File: config.mk
export PLATFORM = sky130hd
export DESIGN_NAME = four_bit_full_adder
export DESIGN_NICKNAME = d
export VERILOG_FILES = /design/src/rtl/four_bit_full_adder.sv
export SDC_FILE = /design/constraint.sdc
export NUM_CORES = 1
export LEC_CHECK = 0
export CORE_AREA = 5 5 42 44
export CTS_BUF_LIST = sky130_fd_sc_hd__clkbuf_4
export CTS_CLUSTER_SIZE = 28
export DETAILED_ROUTE_END_ITERATION = 16
export DIE_AREA = 0 0 47 49
export MAX_ROUTING_LAYER = met4
export SYNTH_ARGS = -nofsm -noshare
export SYNTH_HDL_FRONTEND = slang
export SYNTH_SLANG_ARGS = --single-unit
File: constraint.sdc
create_clock -name clk -period 2.1 [get_ports clk]
set_clock_uncertainty 0.1 [all_clocks]
set_input_delay 0.42 -clock clk [delete_from_list [all_inputs] [get_ports clk]]
set_output_delay 0.42 -clock clk [all_outputs]
set_load 0.1 [all_outputs]
File: src/rtl/four_bit_full_adder.sv
// Registered 4-bit ripple-carry adder slice with carry-in/out.
// Result {c4, s} appears one cycle after a qualified capture.
module four_bit_full_adder (
  input  logic       clk,
  input  logic       rst_n,
  input  logic       in_valid,
  input  logic [3:0] a,
  input  logic [3:0] b,
  input  logic       c0,
  output logic [3:0] s,
  output logic       c4,
  output logic       out_valid
);

  logic [3:0] g;
  logic [3:0] p;
  logic [3:0] sum;
  logic [4:0] c;

  assign c[0] = c0;

  // One full-adder cell per bit; carry ripples c[0] -> c[4].
  for (genvar i = 0; i < 4; i++) begin : g_fa
    assign g[i]   = a[i] & b[i];
    assign p[i]   = a[i] ^ b[i];
    assign sum[i] = p[i] ^ c[i];
    assign c[i+1] = g[i] | (c[i] & p[i]);
  end

  // Operands are only sampled under in_valid, so X/Z while idle is harmless.
  always_ff @(posedge clk or negedge rst_n) begin
    if (!rst_n) begin
      s         <= 4'b0000;
      c4        <= 1'b0;
      out_valid <= 1'b0;
    end else begin
      out_valid <= in_valid;
      if (in_valid) begin
        s  <= sum;
        c4 <= c[4];
      end
    end
  end

endmodule

==> metrics <==
Syn Std Cell Area approximately 340 um^2; Hold/Removal Path Class in -> async; vias per cell around 3.8; PD cells ~990 nW/um^2; P_leak about 0.28 nW; CTS Hold Bufs 0; Setup crit end kind flop; Most used DFF post-synth dfrtp_1; FP Rows 14; vias in the first global route around 260; top-count cell post-synth inv_1; startpoint types input pin; Die Area around 2300 um^2; sequential element share of the synthesized area 0.4428; Final Hold Vio Count 0; layout cell share with drive strength beyond 1 0.4889; Crit Path Class in -> reg; Post-synth EDFFs 0; fin crit period a little over 2000 ps; Core ar. 1401 um^2; worst setup margin about 70 ps; Max Cap Viol 0; RSZ-0062 raised after global routing yes; top post-synthesis cells by area dfrtp_1, fa_1, inv_1; actual slew at the worst max-slew pin around 340 ps; Avg WL per Cell 10.39 um; wirelength, routed around 630 um; Mapped Nets 42; Max VDD drop approximately 0.22 mV; outcome complete, no violations; share of Yosys cell area claimed by the top area cell type 0.4428; Hold Slack 315.1 ps; DR vias around 230; drt pass-1 iters 4; cell taking the most area after synthesis dfrtp_1; DRT antenna net count 0; I/O pin total 18; # clock sinks 6; I/O Buffers 17; first-pass GRT wire length around 1000 um; Initial Util 0.2420; Mapped Cells 26; largest net degree at the start of global routing 7; Synth Register Bits 6; Max Slew Vio Count 0; Period Utilization, post-route 0.9668; area growth from synthesis to layout 54.98%; NumNets Final 63; Die X-Extent around 47 um; root buffer cell clkbuf_4; pre-CTS WS -616.1 ps; gpl congestion 0.5814; Initial DRC Count 2; clk_lat worst skew 240 ps; critical path arrival between 2000 and 2500 ps; commonest cells in the netlist inv_1, dfrtp_1, fa_1; synth warn 0; Synth cell types 6; relative max-transition margin 0.7695; async set or reset register ratio after synthesis 1.000; Crit Path Max Fanout 1; ANT cells 0; initial antenna violation count 0; total grt overflow 0; Worst-path clk slew roughly 40 ps; total CTS buffers 3; drt drc 0; Required @ worst endpoint ~2200 ps; FMAX 492.5 MHz; Final Setup Violations 0; placed wire-length estimate 563.6 um; clk buf depth 2; htree depth 1; # Post-CTS Setup Buffers 0; Total GRT Usage 0.06423; die outline height about 50 um; CTS tree yes; syn_area_per_cell 13.04 um^2; total power 0.5207 mW; final core occ 0.3750
## worst max-delay path, cell delays in order
cell and delay (ps):
buf_6 90, fa_2 370, inv_2 60, fa_2 180, inv_2 40, fa_2 320, inv_2 60, fa_1 410
mux2i_1 130
## final timing paths
kind                       startpoint   endpoint  slack, ps  cells past startpoint
hold reg to reg                  s[3]       s[3]        420                      2
max in group asynchronous       rst_n       s[3]       1380                      1
setup / recovery                 a[0]       s[3]         70                      9
setup reg to reg                 s[0]       s[0]       1230                      1
min in group clk                 s[3]       s[3]        420                      2
hold / removal                  rst_n  out_valid        320                      1
## per-layer routing
metal | vias to the layer above | GRT usage | wire length [um]
li1 | 111 | - | -
met1 | 108 | 0.07045 | 225
met2 | 13 | 0.08597 | 311
met3 | 2 | 0.003690 | 74
met4 | 0 | 0.08295 | 23
met5 | - | - | 0
## where the power goes
group / internal, mW / switching (mW)
sequential: 0.138 / 0.0121
combinational: 0.0709 / 0.198
clock: 0.0644 / 0.0383
total: 0.273 / 0.248
## registers in the layout, summed over array words and instances (netlist names)
register and cells:
s 4, c4 1, out_valid 1
## timing repair
action	4_1_cts	5_1_grt
endpoints found under the hold margin	0	0
pin swaps	4	0
resized for setup	12	4
setup endpoints to repair	3	1
## placed cells by master (no fill, tap or decap)
cell,instances
fa_1,1
clkbuf_2,1
mux2i_1,3
fa_2,3
buf_4,6
mux2_4,2
inv_1,5
clkdlybuf4s50_1,6
clkbuf_4,3
inv_2,5
dlygate4sd2_1,1
buf_6,1
buf_2,1
dfrtp_1,6
dlymetal6s2s_1,1
## through the flow
step                      setup TNS, ps  std cells  instance area, um^2
after floorplan                  -62.66         26                346.6
after global placement            -1343         58                510.5
after detailed placement          -1436         58                510.5
after CTS                             0         61                521.8
after global routing             -5.836         61                525.5
final                                 0         61                525.5
## layout make-up
type                       instances  area, um^2
clock buffer                       3       22.52
timing repair buffer              17       147.6
inverter                          10       37.54
sequential                         6       150.1
fill                             154       875.8
tap                               16       20.02
multi-input combinational          9       147.6
## logic make-up (layout without fill, tap and decap cells)
logic type	count (synthesis)	in the layout	synth area share
buffers and inverters	11	30	0.1439
flip-flops	6	6	0.4428
multiplexers	5	5	0.1771
adder cells (fa/ha/maj)	4	4	0.2362
(Power assumes the default switching activity.)
==> variant, RTL diff (same flow settings) <==
Register the inputs `in_valid`, `a`, `b` and `c0` before use, with the module's reset. The logic sees them one clock later. Comments in the files are not updated.
--- a/src/rtl/four_bit_full_adder.sv
+++ b/src/rtl/four_bit_full_adder.sv
@@ -12,17 +12,36 @@
   output logic       out_valid
 );
 
+  logic in_valid_q;
+  logic [3:0] a_q;
+  logic [3:0] b_q;
+  logic c0_q;
+
+  always_ff @(posedge clk or negedge rst_n) begin
+    if (!rst_n) begin
+      in_valid_q <= '0;
+      a_q        <= '0;
+      b_q        <= '0;
+      c0_q       <= '0;
+    end else begin
+      in_valid_q <= in_valid;
+      a_q        <= a;
+      b_q        <= b;
+      c0_q       <= c0;
+    end
+  end
+
   logic [3:0] g;
   logic [3:0] p;
   logic [3:0] sum;
   logic [4:0] c;
 
-  assign c[0] = c0;
+  assign c[0] = c0_q;
 
   // One full-adder cell per bit; carry ripples c[0] -> c[4].
   for (genvar i = 0; i < 4; i++) begin : g_fa
-    assign g[i]   = a[i] & b[i];
-    assign p[i]   = a[i] ^ b[i];
+    assign g[i]   = a_q[i] & b_q[i];
+    assign p[i]   = a_q[i] ^ b_q[i];
     assign sum[i] = p[i] ^ c[i];
     assign c[i+1] = g[i] | (c[i] & p[i]);
   end
@@ -34,8 +53,8 @@
       c4        <= 1'b0;
       out_valid <= 1'b0;
     end else begin
-      out_valid <= in_valid;
-      if (in_valid) begin
+      out_valid <= in_valid_q;
+      if (in_valid_q) begin
         s  <= sum;
         c4 <= c[4];
       end
Function: changed (Yosys sat finds a counterexample within 4 cycles, from zero or initial values and one cycle with rst_n low).
==> variant against the unedited design <==
  * The run now ends with setup timing left
  * Routed wire length grew 52%
  * Register-to-register slack lost 1.3 ns
  * Worst setup slack lost 0.11 ns
  * Power grew 51%
  * Sequential power grew 140%
  * Synthesized area grew 74%
  * Sequential cell count grew 10
  * Cell area grew 49%
  * Critical endpoint unchanged
==> variant: results (changes against the unedited design) <==
Failing checks: setup timing
Status: finished, violations left
Combinational power share: 0.343 (-0.172)
Reg-to-Reg Start: a_q[0]
Hold_ws: 0.422 ns (+0.107 ns)
Share of cells above drive strength 1: 0.268 (-0.221)
DP Worst Slack: -0.180 ns (+0.436 ns)
Clk pin slew, worst setup/hold paths: 0.09 ns (+0.05 ns)
Top post-synthesis cells by count: dfrtp_1 (16), inv_1 (10), fa_1 (4)
Clock latency on the worst-skew pair: 0.29 ns (+0.05 ns)
Met1 Wirelength: 362 µm (+61%)
Endpoints failing setup: 1 (+1)
Routed via count: 310 (+32%)
Switch share: 0.389 (-0.0867)
Final wirelength: 964 µm (+52%)
Vias in the first global route: 380 (+49%)
Peak supply drop: 0.497 mV (+130%)
Critical Path AT: 2.26 ns (+0.17 ns)
WL met2: 511 µm (+64%)
Syn Nets: 52 (+24%)
Hold Crit Class: flop to flop
Dpl hpwl: 797 µm (+41%)
Fin worst setup slack: -0.0404 ns (-0.110 ns)
Post-route setup TNS: -0.0404 ns (-0.0404 ns)
DRT iter0 DRCs: 0 (-2)
Finished Layout Cells: 72 (+18%)
First-pass GRT wire length: 1640 µm (+67%)
Post-Syn Instances: 36 (+38%)
Gr usage total: 0.108 (+0.0437)
variant: changes by cell type in the layout (fill, tap and decap cells not counted), sizes merged:
| cell | before | now |
|---|---|---|
| dlymetal6s2s | 1 | 0 |
| clkinv | 0 | 1 |
| clkbuf | 4 | 3 |
| buf | 8 | 6 |
| dfrtp | 6 | 16 |
| dlygate4sd2 | 1 | 0 |
| clkdlybuf4s50 | 6 | 11 |
variant: what timing repair did:
action | 4_1_cts | 5_1_grt
pin swaps | 0 | 0
endpoints found under the setup margin | 1 | 1
hold buffers | 0 | 0
buffers inserted | 0 | 0
cloned | 0 | 0
resized for setup | 4 | 0
hold endpoints to repair | 0 | 0
variant: cell type report:
| type | instances | area, µm² | share of cell area |
|---|---|---|---|
| tap | 16 | 20.0 | 0.0255 |
| clock buffer | 3 | 22.5 | 0.0287 |
| inverter | 10 | 37.5 | 0.0478 |
| multi-input combinational | 9 | 145 | 0.185 |
| clock inverter | 1 | 3.75 | 0.00478 |
| timing repair buffer | 17 | 155 | 0.198 |
| sequential | 16 | 400 | 0.510 |
variant: cell families after synthesis:
| family | Yosys count | synth area share |
|---|---|---|
| mux | 5 | 0.102 |
| buf+inv | 11 | 0.0828 |
| fa+ha+maj | 4 | 0.136 |
| flops | 16 | 0.679 |
variant: worst reg2reg max path, stage by stage (launching register included):
cell,delay [ns]
dfrtp_1,0.39
inv_2,0.06
fa_1,0.16
inv_1,0.05
fa_2,0.34
fa_2,0.34
inv_2,0.06
fa_1,0.41
mux2i_1,0.15
variant: routing by layer:
layer  track usage  up-vias
li1              -      143
met1         0.118      152
met2         0.170       13
met3        0.0221        2
met4        0.0691        0
met5             -        -
